--- src/rtl/dmem_arb_pkg.sv ---
// Shared types and constants for the two-port data-memory arbiter.
package dmem_arb_pkg;

  typedef enum logic [1:0] {
    IDLE   = 2'd0,
    ACCESS = 2'd1,
    RESP   = 2'd2
  } arb_state_t;

  localparam logic PORT_CPU = 1'b0;
  localparam logic PORT_DMA = 1'b1;

  localparam int unsigned MEM_WORDS_DEF = 32'd8192;

  // True when a zero-extended word address lies inside the implemented memory.
  function automatic logic addr_in_range(input logic [31:0] addr, input int unsigned words);
    return (addr < words);
  endfunction

endpackage

--- src/rtl/dmem_arbiter_rr_arb2.sv ---
// Combinational two-way round-robin pick used by the data-memory arbiter.
module rr_arb2
  import dmem_arb_pkg::*;
(
  input  logic req0,
  input  logic req1,
  input  logic last_grant,
  output logic grant_valid,
  output logic grant_id
);

  // Sole requester wins; on a tie the port that was not served last wins.
  always_comb begin
    grant_valid = req0 | req1;
    if (req0 && req1) begin
      grant_id = ~last_grant;
    end else if (req1) begin
      grant_id = PORT_DMA;
    end else begin
      grant_id = PORT_CPU;
    end
  end

endmodule

--- src/rtl/dmem_arbiter.sv ---
// Round-robin arbiter and three-cycle sequencer sharing one single-port data memory
// between the CPU port (0) and the DMA/debug port (1).
module dmem_arbiter
  import dmem_arb_pkg::*;
#(
  parameter int          AW        = 16,
  parameter int          DW        = 16,
  parameter int unsigned MEM_WORDS = MEM_WORDS_DEF
) (
  input  logic          clk,
  input  logic          rst,
  input  logic          req0,
  input  logic          we0,
  input  logic [AW-1:0] addr0,
  input  logic [DW-1:0] wdata0,
  output logic          ack0,
  output logic          err0,
  output logic [DW-1:0] rdata0,
  input  logic          req1,
  input  logic          we1,
  input  logic [AW-1:0] addr1,
  input  logic [DW-1:0] wdata1,
  output logic          ack1,
  output logic          err1,
  output logic [DW-1:0] rdata1,
  output logic          mem_rd,
  output logic          mem_wr,
  output logic [AW-1:0] mem_addr,
  output logic [DW-1:0] mem_wdata,
  input  logic [DW-1:0] mem_rdata
);

  arb_state_t    state_r;
  arb_state_t    state_s;
  logic          last_grant_r;
  logic          id_r;
  logic          we_r;
  logic          err_r;
  logic          ack0_r;
  logic          ack1_r;
  logic          err0_r;
  logic          err1_r;
  logic          rsel0_r;
  logic          rsel1_r;
  logic          mem_rd_r;
  logic          mem_wr_r;
  logic [AW-1:0] mem_addr_r;
  logic [DW-1:0] mem_wdata_r;

  logic          grant_valid_s;
  logic          grant_id_s;
  logic          sel_we_s;
  logic [AW-1:0] sel_addr_s;
  logic [DW-1:0] sel_wdata_s;
  logic          sel_ok_s;

  rr_arb2 u_rr_arb2 (
    .req0        (req0),
    .req1        (req1),
    .last_grant  (last_grant_r),
    .grant_valid (grant_valid_s),
    .grant_id    (grant_id_s)
  );

  // Route the winning port's request fields toward the latches.
  always_comb begin
    if (grant_id_s == PORT_DMA) begin
      sel_we_s    = we1;
      sel_addr_s  = addr1;
      sel_wdata_s = wdata1;
    end else begin
      sel_we_s    = we0;
      sel_addr_s  = addr0;
      sel_wdata_s = wdata0;
    end
  end

  assign sel_ok_s = addr_in_range(32'(sel_addr_s), MEM_WORDS);

  // FSM state register.
  always_ff @(posedge clk) begin
    if (rst) begin
      state_r <= IDLE;
    end else begin
      state_r <= state_s;
    end
  end

  // FSM next-state logic.
  always_comb begin
    state_s = state_r;
    case (state_r)
      IDLE: begin
        if (grant_valid_s) begin
          state_s = ACCESS;
        end else begin
          state_s = IDLE;
        end
      end
      ACCESS:  state_s = RESP;
      RESP:    state_s = IDLE;
      default: state_s = IDLE;
    endcase
  end

  // Request latches, memory strobes and registered per-port responses.
  // Strobes and acks default low so each lives exactly one cycle; the range
  // check is resolved at grant time so an out-of-range access never strobes.
  always_ff @(posedge clk) begin
    if (rst) begin
      last_grant_r <= PORT_DMA;
      id_r         <= PORT_CPU;
      we_r         <= 1'b0;
      err_r        <= 1'b0;
      ack0_r       <= 1'b0;
      ack1_r       <= 1'b0;
      err0_r       <= 1'b0;
      err1_r       <= 1'b0;
      rsel0_r      <= 1'b0;
      rsel1_r      <= 1'b0;
      mem_rd_r     <= 1'b0;
      mem_wr_r     <= 1'b0;
      mem_addr_r   <= {AW{1'b0}};
      mem_wdata_r  <= {DW{1'b0}};
    end else begin
      ack0_r   <= 1'b0;
      ack1_r   <= 1'b0;
      err0_r   <= 1'b0;
      err1_r   <= 1'b0;
      rsel0_r  <= 1'b0;
      rsel1_r  <= 1'b0;
      mem_rd_r <= 1'b0;
      mem_wr_r <= 1'b0;
      case (state_r)
        IDLE: begin
          if (grant_valid_s) begin
            id_r         <= grant_id_s;
            we_r         <= sel_we_s;
            err_r        <= ~sel_ok_s;
            last_grant_r <= grant_id_s;
            mem_addr_r   <= sel_addr_s;
            mem_wdata_r  <= sel_wdata_s;
            mem_rd_r     <= sel_ok_s & ~sel_we_s;
            mem_wr_r     <= sel_ok_s & sel_we_s;
          end
        end
        ACCESS: begin
          ack0_r  <= (id_r == PORT_CPU);
          ack1_r  <= (id_r == PORT_DMA);
          err0_r  <= (id_r == PORT_CPU) & err_r;
          err1_r  <= (id_r == PORT_DMA) & err_r;
          rsel0_r <= (id_r == PORT_CPU) & ~we_r & ~err_r;
          rsel1_r <= (id_r == PORT_DMA) & ~we_r & ~err_r;
        end
        RESP: begin
          id_r <= id_r;
        end
        default: begin
          id_r <= id_r;
        end
      endcase
    end
  end

  // The memory registers its read data, so it is only valid during RESP.
  assign rdata0    = rsel0_r ? mem_rdata : {DW{1'b0}};
  assign rdata1    = rsel1_r ? mem_rdata : {DW{1'b0}};
  assign ack0      = ack0_r;
  assign ack1      = ack1_r;
  assign err0      = err0_r;
  assign err1      = err1_r;
  assign mem_rd    = mem_rd_r;
  assign mem_wr    = mem_wr_r;
  assign mem_addr  = mem_addr_r;
  assign mem_wdata = mem_wdata_r;

endmodule

--- config.mk ---
export PLATFORM = sky130hd
export DESIGN_NAME = dmem_arbiter
export DESIGN_NICKNAME = d
export VERILOG_FILES = /design/src/rtl/dmem_arb_pkg.sv /design/src/rtl/dmem_arbiter_rr_arb2.sv /design/src/rtl/dmem_arbiter.sv
export SDC_FILE = /design/constraint.sdc
export NUM_CORES = 1
export LEC_CHECK = 0
export BUFFER_PORTS_ARGS = -buffer_cell sky130_fd_sc_hd__buf_2
export CAP_MARGIN = 20
export CORE_ASPECT_RATIO = 2
export CORE_MARGIN = 2
export CORE_UTILIZATION = 37
export CTS_CLUSTER_SIZE = 20
export DETAILED_ROUTE_END_ITERATION = 12
export PLACE_DENSITY_LB_ADDON = 0.1
export RECOVER_POWER = 25
export SYNTH_ARGS = -nofsm -noshare
export SYNTH_HDL_FRONTEND = slang
export SYNTH_SLANG_ARGS = --single-unit
--- constraint.sdc ---
create_clock -name clk -period 1.2 [get_ports clk]
set_input_delay 0.12 -clock clk [delete_from_list [all_inputs] [get_ports clk]]
set_output_delay 0.12 -clock clk [all_outputs]
set_load 0.05 [all_outputs]
==> impl_metrics.toml, run 1 <==
[outcome]
outcome = "finished, violations left"
violations = "negative setup slack"

[grt]
grt_usage = 0.183
grt_overflow = 0
grt_pass1_wl_um = 9180
antenna_found_initial = 0
grt_pass1_vias = 1997
grt_max_degree = 19

[yosys]
synth_top_flop_cell = "dfxtp_1"
netlist_top_cells_area = "dfxtp_1 (42%), mux2i_1 (16%), o2bb2ai_2 (14%), and2_1 (9.8%), o2bb2ai_1 (5.3%)"
ys_top_cells_by_count = "dfxtp_1 (46), and2_1 (34), mux2i_1 (34)"
synthesis.nets = 270
synth-edff-count = 0
yosys_warnings = 0
synthArstFlopShare = 0
synth_top_area_share = 0.425
synth_top_area_cell = "dfxtp_1"
synth_most_common_cell = "dfxtp_1"
ys_seq_area_frac = 0.425
synth_cell_types = 29
syn_area_um2 = 2170
synth_seq_cells = 46
syn-instance-count = 184
synth.avg_cell_area_um2 = 11.8

[setup_path]
reg2reg_from = "state_r[1]"
cp-end-kind = "output port"
crit_path_top_delay_cell = "dfxtp_4"
cpPeakStageDelay_ps = 380
reg2reg_depth = 2
arrival_ps = 1090
timing.critical_path.cells = "clkbuf_16 > and2_4 > buf_8"
rr_endpoint = "last_grant_r"
crit_type = "reg2out"
cp.required_ps = 1080
crit_path_start_kind = "flop"
crit_fanout = 8
reg2reg_slack_ps = 0

[timing]
min_period_over_period = 1.01
setup_violations = 8
finClkSkew_ps = 7.01
hold_viol_final = 0
period_minus_slack_ps = 1210
final_max_slew_viol_count = 0
relSlewSlack = 0.756
worst_pin_slew_ps = 363
rsz0062_at_grt = "yes"
setup_ws_ps = -14.6
max_freq_ghz = 0.823

[routing]
dr.pass1.iters = 4
routed.top_layer = "met4"
dr.first_iter.drc_count = 32
routed_via_density = 4.96
wl_met1_um = 2080
route.detailed.drc = 0
wl_met3_um = 455
dr_wl_met2_um = 3530
route.vias.total = 2040
ant_nets = 0
totalWireLength_um = 6170
wl_per_cell_um = 15.0

[floorplanning]
die_h_um = 112
fp.dieW_um = 58.1
initial_core_util = 0.380
rows = 39
design.die.area_um2 = 6530
coreArea_um2 = 5710
io_pins = 156

[power]
clockPowerShare = 0.368
pwr-share-seq = 0.362
netSwitchingPower_w = 0.00151
peakVddDrop_mv = 1.18
intPower_w = 0.00334
switching_share = 0.311
leakagePower_nw = 1.74
power_w = 0.00485
power_per_cell_area_nw_per_um2 = 1330
combPwrFrac = 0.270

[layout]
n_antenna_cell = 0
syn_to_final_growth_pct = 68.1
final_nets = 435
drive_above_1_share = 0.669
utilization = 0.639
fillers = 485

[placement]
gp_congestion = 0.766
dpl_worst_slack_ps = -19.4
dpl.hpwl_um = 4620
portBuffers = 155

[job]
drv_cap = 0

[clocking]
worstSkewPairLatency_ps = 290
clk_pin_slew_ps = 70
cts_tree = "built"
root_buffer = "clkbuf_16"
cts_inserted_buffers = 5
htreeDepth = 2
cts_sinks = 46
cts_buffer_depth = 2

[min_path]
hold_depth = 3
hp-class = "in2reg"
hold_end = "mem_addr[0]"
holdCritStartpoint = "addr1[0]"
cells in the final DEF (no fill, tap or decap), types with 3 or more instances in the layout:
| cell | n |
|---|---|
| buf_2 | 113 |
| and2_1 | 17 |
| buf_4 | 22 |
| buf_12 | 5 |
| o2bb2ai_1 | 13 |
| buf_6 | 3 |
| and2_4 | 16 |
| mux2i_1 | 27 |
| o2bb2ai_2 | 20 |
| buf_8 | 16 |
| dfxtp_4 | 3 |
| clkbuf_16 | 6 |
| dfxtp_1 | 42 |
| mux2i_2 | 7 |
| clkbuf_2 | 10 |
routing by layer:
metal | up-vias | track usage
met5 | - | 0
met4 | 0 | 0.0651
met1 | 916 | 0.168
li1 | 1003 | -
met2 | 113 | 0.364
met3 | 8 | 0.0415
worst max path at each step:
stage,to,start,depth (start not counted)
final,rdata1[6],rsel1_r,3
after global routing,mem_wdata[3],last_grant_r,4
after CTS,mem_wdata[3],last_grant_r,4
after detailed placement,last_grant_r,state_r[1],2
after global placement,last_grant_r,state_r[1],2
after floorplan,last_grant_r,state_r[1],2
worst max-delay path, delay by kind of cell (launching register included):
| kind | cells | cell delay [ps] |
|---|---|---|
| DFF | 1 | 380 |
| buffers and inverters | 2 | 290 |
| and+or+nand+nor | 1 | 140 |
what timing repair did:
| action | in CTS | in global routing |
|---|---|---|
| hold buffers | 0 | 0 |
| gates resized for setup | 42 | 60 |
| buffers inserted | 0 | 1 |
| setup endpoints to repair | 35 | 56 |
| cloned | 0 | 1 |
| pin swaps | 1 | 2 |
area by class of cell:
| cell class | count | area (µm²) | share of cell area |
|---|---|---|---|
| Inverter | 1 | 3.75 | 0.00103 |
| Clock buffer | 5 | 125 | 0.0343 |
| Multi-Input combinational cell | 125 | 1260 | 0.345 |
| Sequential cell | 46 | 933 | 0.256 |
| Timing Repair Buffer | 170 | 1180 | 0.324 |
| Tap cell | 61 | 76.3 | 0.0209 |
| Clock inverter | 3 | 68.8 | 0.0189 |
through the flow:
step | setup TNS [ps] | cell area [µm²] | hold slack, ps | std cells
CTS | 0 | 3410 | 93.0 | 409
global placement | 0 | 3110 | 386 | 401
finish | -78.0 | 3650 | 91.8 | 411
global route | -1120 | 3650 | 98.0 | 411
detailed placement | -19.4 | 3110 | 393 | 401
floorplan | 0 | 2170 | 192 | 184
cell families after synthesis:
kind of cell           Yosys count  share of synthesized area
flip-flops                      46                      0.425
AO/OA/AOI/OAI                   40                      0.220
multiplexers                    34                      0.157
buffers and inverters           13                     0.0398
AND/OR/NAND/NOR                 51                      0.158
power by group through the flow:
stage	registers (W)	clock network [W]	logic (W)
2_1_floorplan	0.00217	0	0.000459
3_3_place_gp	0.00179	0	0.00124
3_5_place_dp	0.00179	0	0.00125
4_1_cts	0.00176	0.00182	0.00127
5_1_grt	0.00177	0.00189	0.00139
6_report	0.00176	0.00179	0.00131
Power figures use the tool's default switching activity.
==> inputs of run 2 (changes only) <==
==> constraint.sdc (replaced) <==
create_clock -name clk -period 1.2 [get_ports clk]
set_input_delay 0.24 -clock clk [delete_from_list [all_inputs] [get_ports clk]]
set_output_delay 0.24 -clock clk [all_outputs]
set_load 0.05 [all_outputs]
==> impl_metrics.toml, run 2 (synthesized netlist as in run 1, its figures left out) <==
[clocking]
postCtsHoldBufs = 0
htreeDepth = 2
cts_sinks = 46
cts_tree = "built"
cts_buffer_depth = 2
clk_pin_slew_ps = 60
root_buffer = "clkbuf_16"
cts_inserted_buffers = 5
worstSkewPairLatency_ps = 290

[setup_path]
cp-end-kind = "output port"
crit_path_start_kind = "flop"
cpPeakStageDelay_ps = 430
crit_cells = 2
crit_start = "rsel0_r"
crit_type = "reg2out"
path_buf_inv = 1
crit_family = "flip-flops"
cp.required_ps = 960
reg2reg_slack_ps = -80
arrival_ps = 1050
rr_endpoint = "mem_rd"
reg2reg_depth = 5
crit_path_top_delay_cell = "dfxtp_4"
reg2reg_from = "last_grant_r"
timing.critical_path.cells = "and2_4 > buf_8"
crit_fanout = 16
crit_end = "rdata0[4]"

[layout]
final_area_um2 = 3880
drive_above_1_share = 0.720
syn_to_final_growth_pct = 79.1
n_antenna_cell = 0
final_common_cell = "buf_2"
finalNonFillerCells = 418
fillers = 463
final_nets = 442
layout_common_cells = "buf_2 (122), dfxtp_1 (41), o2bb2ai_2 (20)"

[floorplanning]
fp.dieW_um = 58.1
rows = 39
initial_core_util = 0.380
die_h_um = 112
design.die.area_um2 = 6530
coreArea_um2 = 5710
io_pins = 156

[routing]
ant_nets = 0
totalWireLength_um = 6230
route.detailed.drc = 0
routed_via_density = 5.04
dr.pass1.iters = 4
dr.first_iter.drc_count = 35
wl_per_cell_um = 14.9
route.vias.total = 2107

[grt]
grt_max_degree = 22
grt_pass1_vias = 2133
use_met2 = 0.369
gr-usage-met1 = 0.181
grtUsageMet3 = 0.0576
grt_usage = 0.194
grt_pass1_wl_um = 9830
busiest_layer = "met2"
antenna_found_initial = 0
grt_overflow = 0

[power]
netSwitchingPower_w = 0.00152
combPwrFrac = 0.319
intPower_w = 0.00310
power_per_cell_area_nw_per_um2 = 1190
pwr-share-seq = 0.381
switching_share = 0.330
leakagePower_nw = 1.82
clockPowerShare = 0.300
peakVddDrop_mv = 1.11

[placement]
dp_cells = 408
dpl_worst_slack_ps = -105
dpl.hpwl_um = 4560
gp_congestion = 0.736
portBuffers = 155
dpl-instance-area_um2 = 3230

[job]
drv_cap = 0

[timing]
final_max_slew_viol_count = 0
rsz0062_at_grt = "yes"
period_minus_slack_ps = 1290
min_period_over_period = 1.07
finClkSkew_ps = 5.85
setup_violations = 65
hold_viol_final = 0
relSlewSlack = 0.773
max_freq_ghz = 0.775
fin_hold_ws_ps = 218
worst_pin_slew_ps = 340
setup_ws_ps = -89.9

[min_path]
hp-class = "in2reg"

[outcome]
violations = "negative setup slack"
outcome = "finished, violations left"
## run 2: cell count changes in the layout (fill, tap and decap cells not counted), moves of 4 or more
cell,before,now
buf_6,3,15
mux2i_4,0,7
buf_2,113,122
clkbuf_2,10,0
buf_4,22,11
mux2i_1,27,18
and2_1,17,13
and2_2,0,6
## run 2: tightest hold or removal path: stages
cell and delay (ps):
buf_2 70, mux2i_1 50, o2bb2ai_1 110
## run 2: how the worst min path moves through the flow
stage               cells past startpoint          from      endpoint  slack, ps
floorplan                               1           rst          id_r        310
global placement                        1  mem_addr[12]  mem_addr[12]        440
detailed placement                      1  mem_addr[12]  mem_addr[12]        440
CTS                                     3     addr0[11]  mem_addr[11]        210
global route                            3      addr1[8]   mem_addr[8]        220
finish                                  3     addr0[11]  mem_addr[11]        220
## run 2: power by group through the flow
stage          sequential [W]  combinational [W]  clock, W
2_1_floorplan         0.00217           0.000463         0
3_3_place_gp          0.00178            0.00130         0
3_5_place_dp          0.00178            0.00130         0
4_1_cts               0.00176            0.00140   0.00143
5_1_grt               0.00178            0.00155   0.00149
6_report              0.00176            0.00147   0.00139
## run 2: layout make-up
type                            instances  area, µm²  area share
Clock buffer                            6        139      0.0358
Sequential cell                        46        937       0.241
Multi-Input combinational cell        125       1360       0.350
Inverter                                1       3.75    0.000966
Clock inverter                          2       12.5     0.00322
Timing Repair Buffer                  177       1360       0.350
Tap cell                               61       76.3      0.0197
## run 2: timing repair
action	4_1_cts	5_1_grt
endpoints found under the setup margin	67	73
resized for setup	112	26
buffers inserted	1	1
pin swaps	3	5
gates cloned	1	1
## run 2: per-stage QoR
| step | total power (W) | TNS (ps) | utilization |
|---|---|---|---|
| after detailed placement | 0.00309 | -2370 | 0.566 |
| after CTS | 0.00459 | -4200 | 0.654 |
| final | 0.00462 | -3320 | 0.680 |
| after global routing | 0.00482 | -6730 | 0.680 |
| after global placement | 0.00308 | -1840 | 0.566 |
| after floorplan | 0.00263 | 0 | - |
## run 2: layer usage
layer	share of wire	vias up
li1	-	1016
met1	0.33	955
met2	0.56	120
met3	0.089	16
met4	0.031	0
met5	0	-
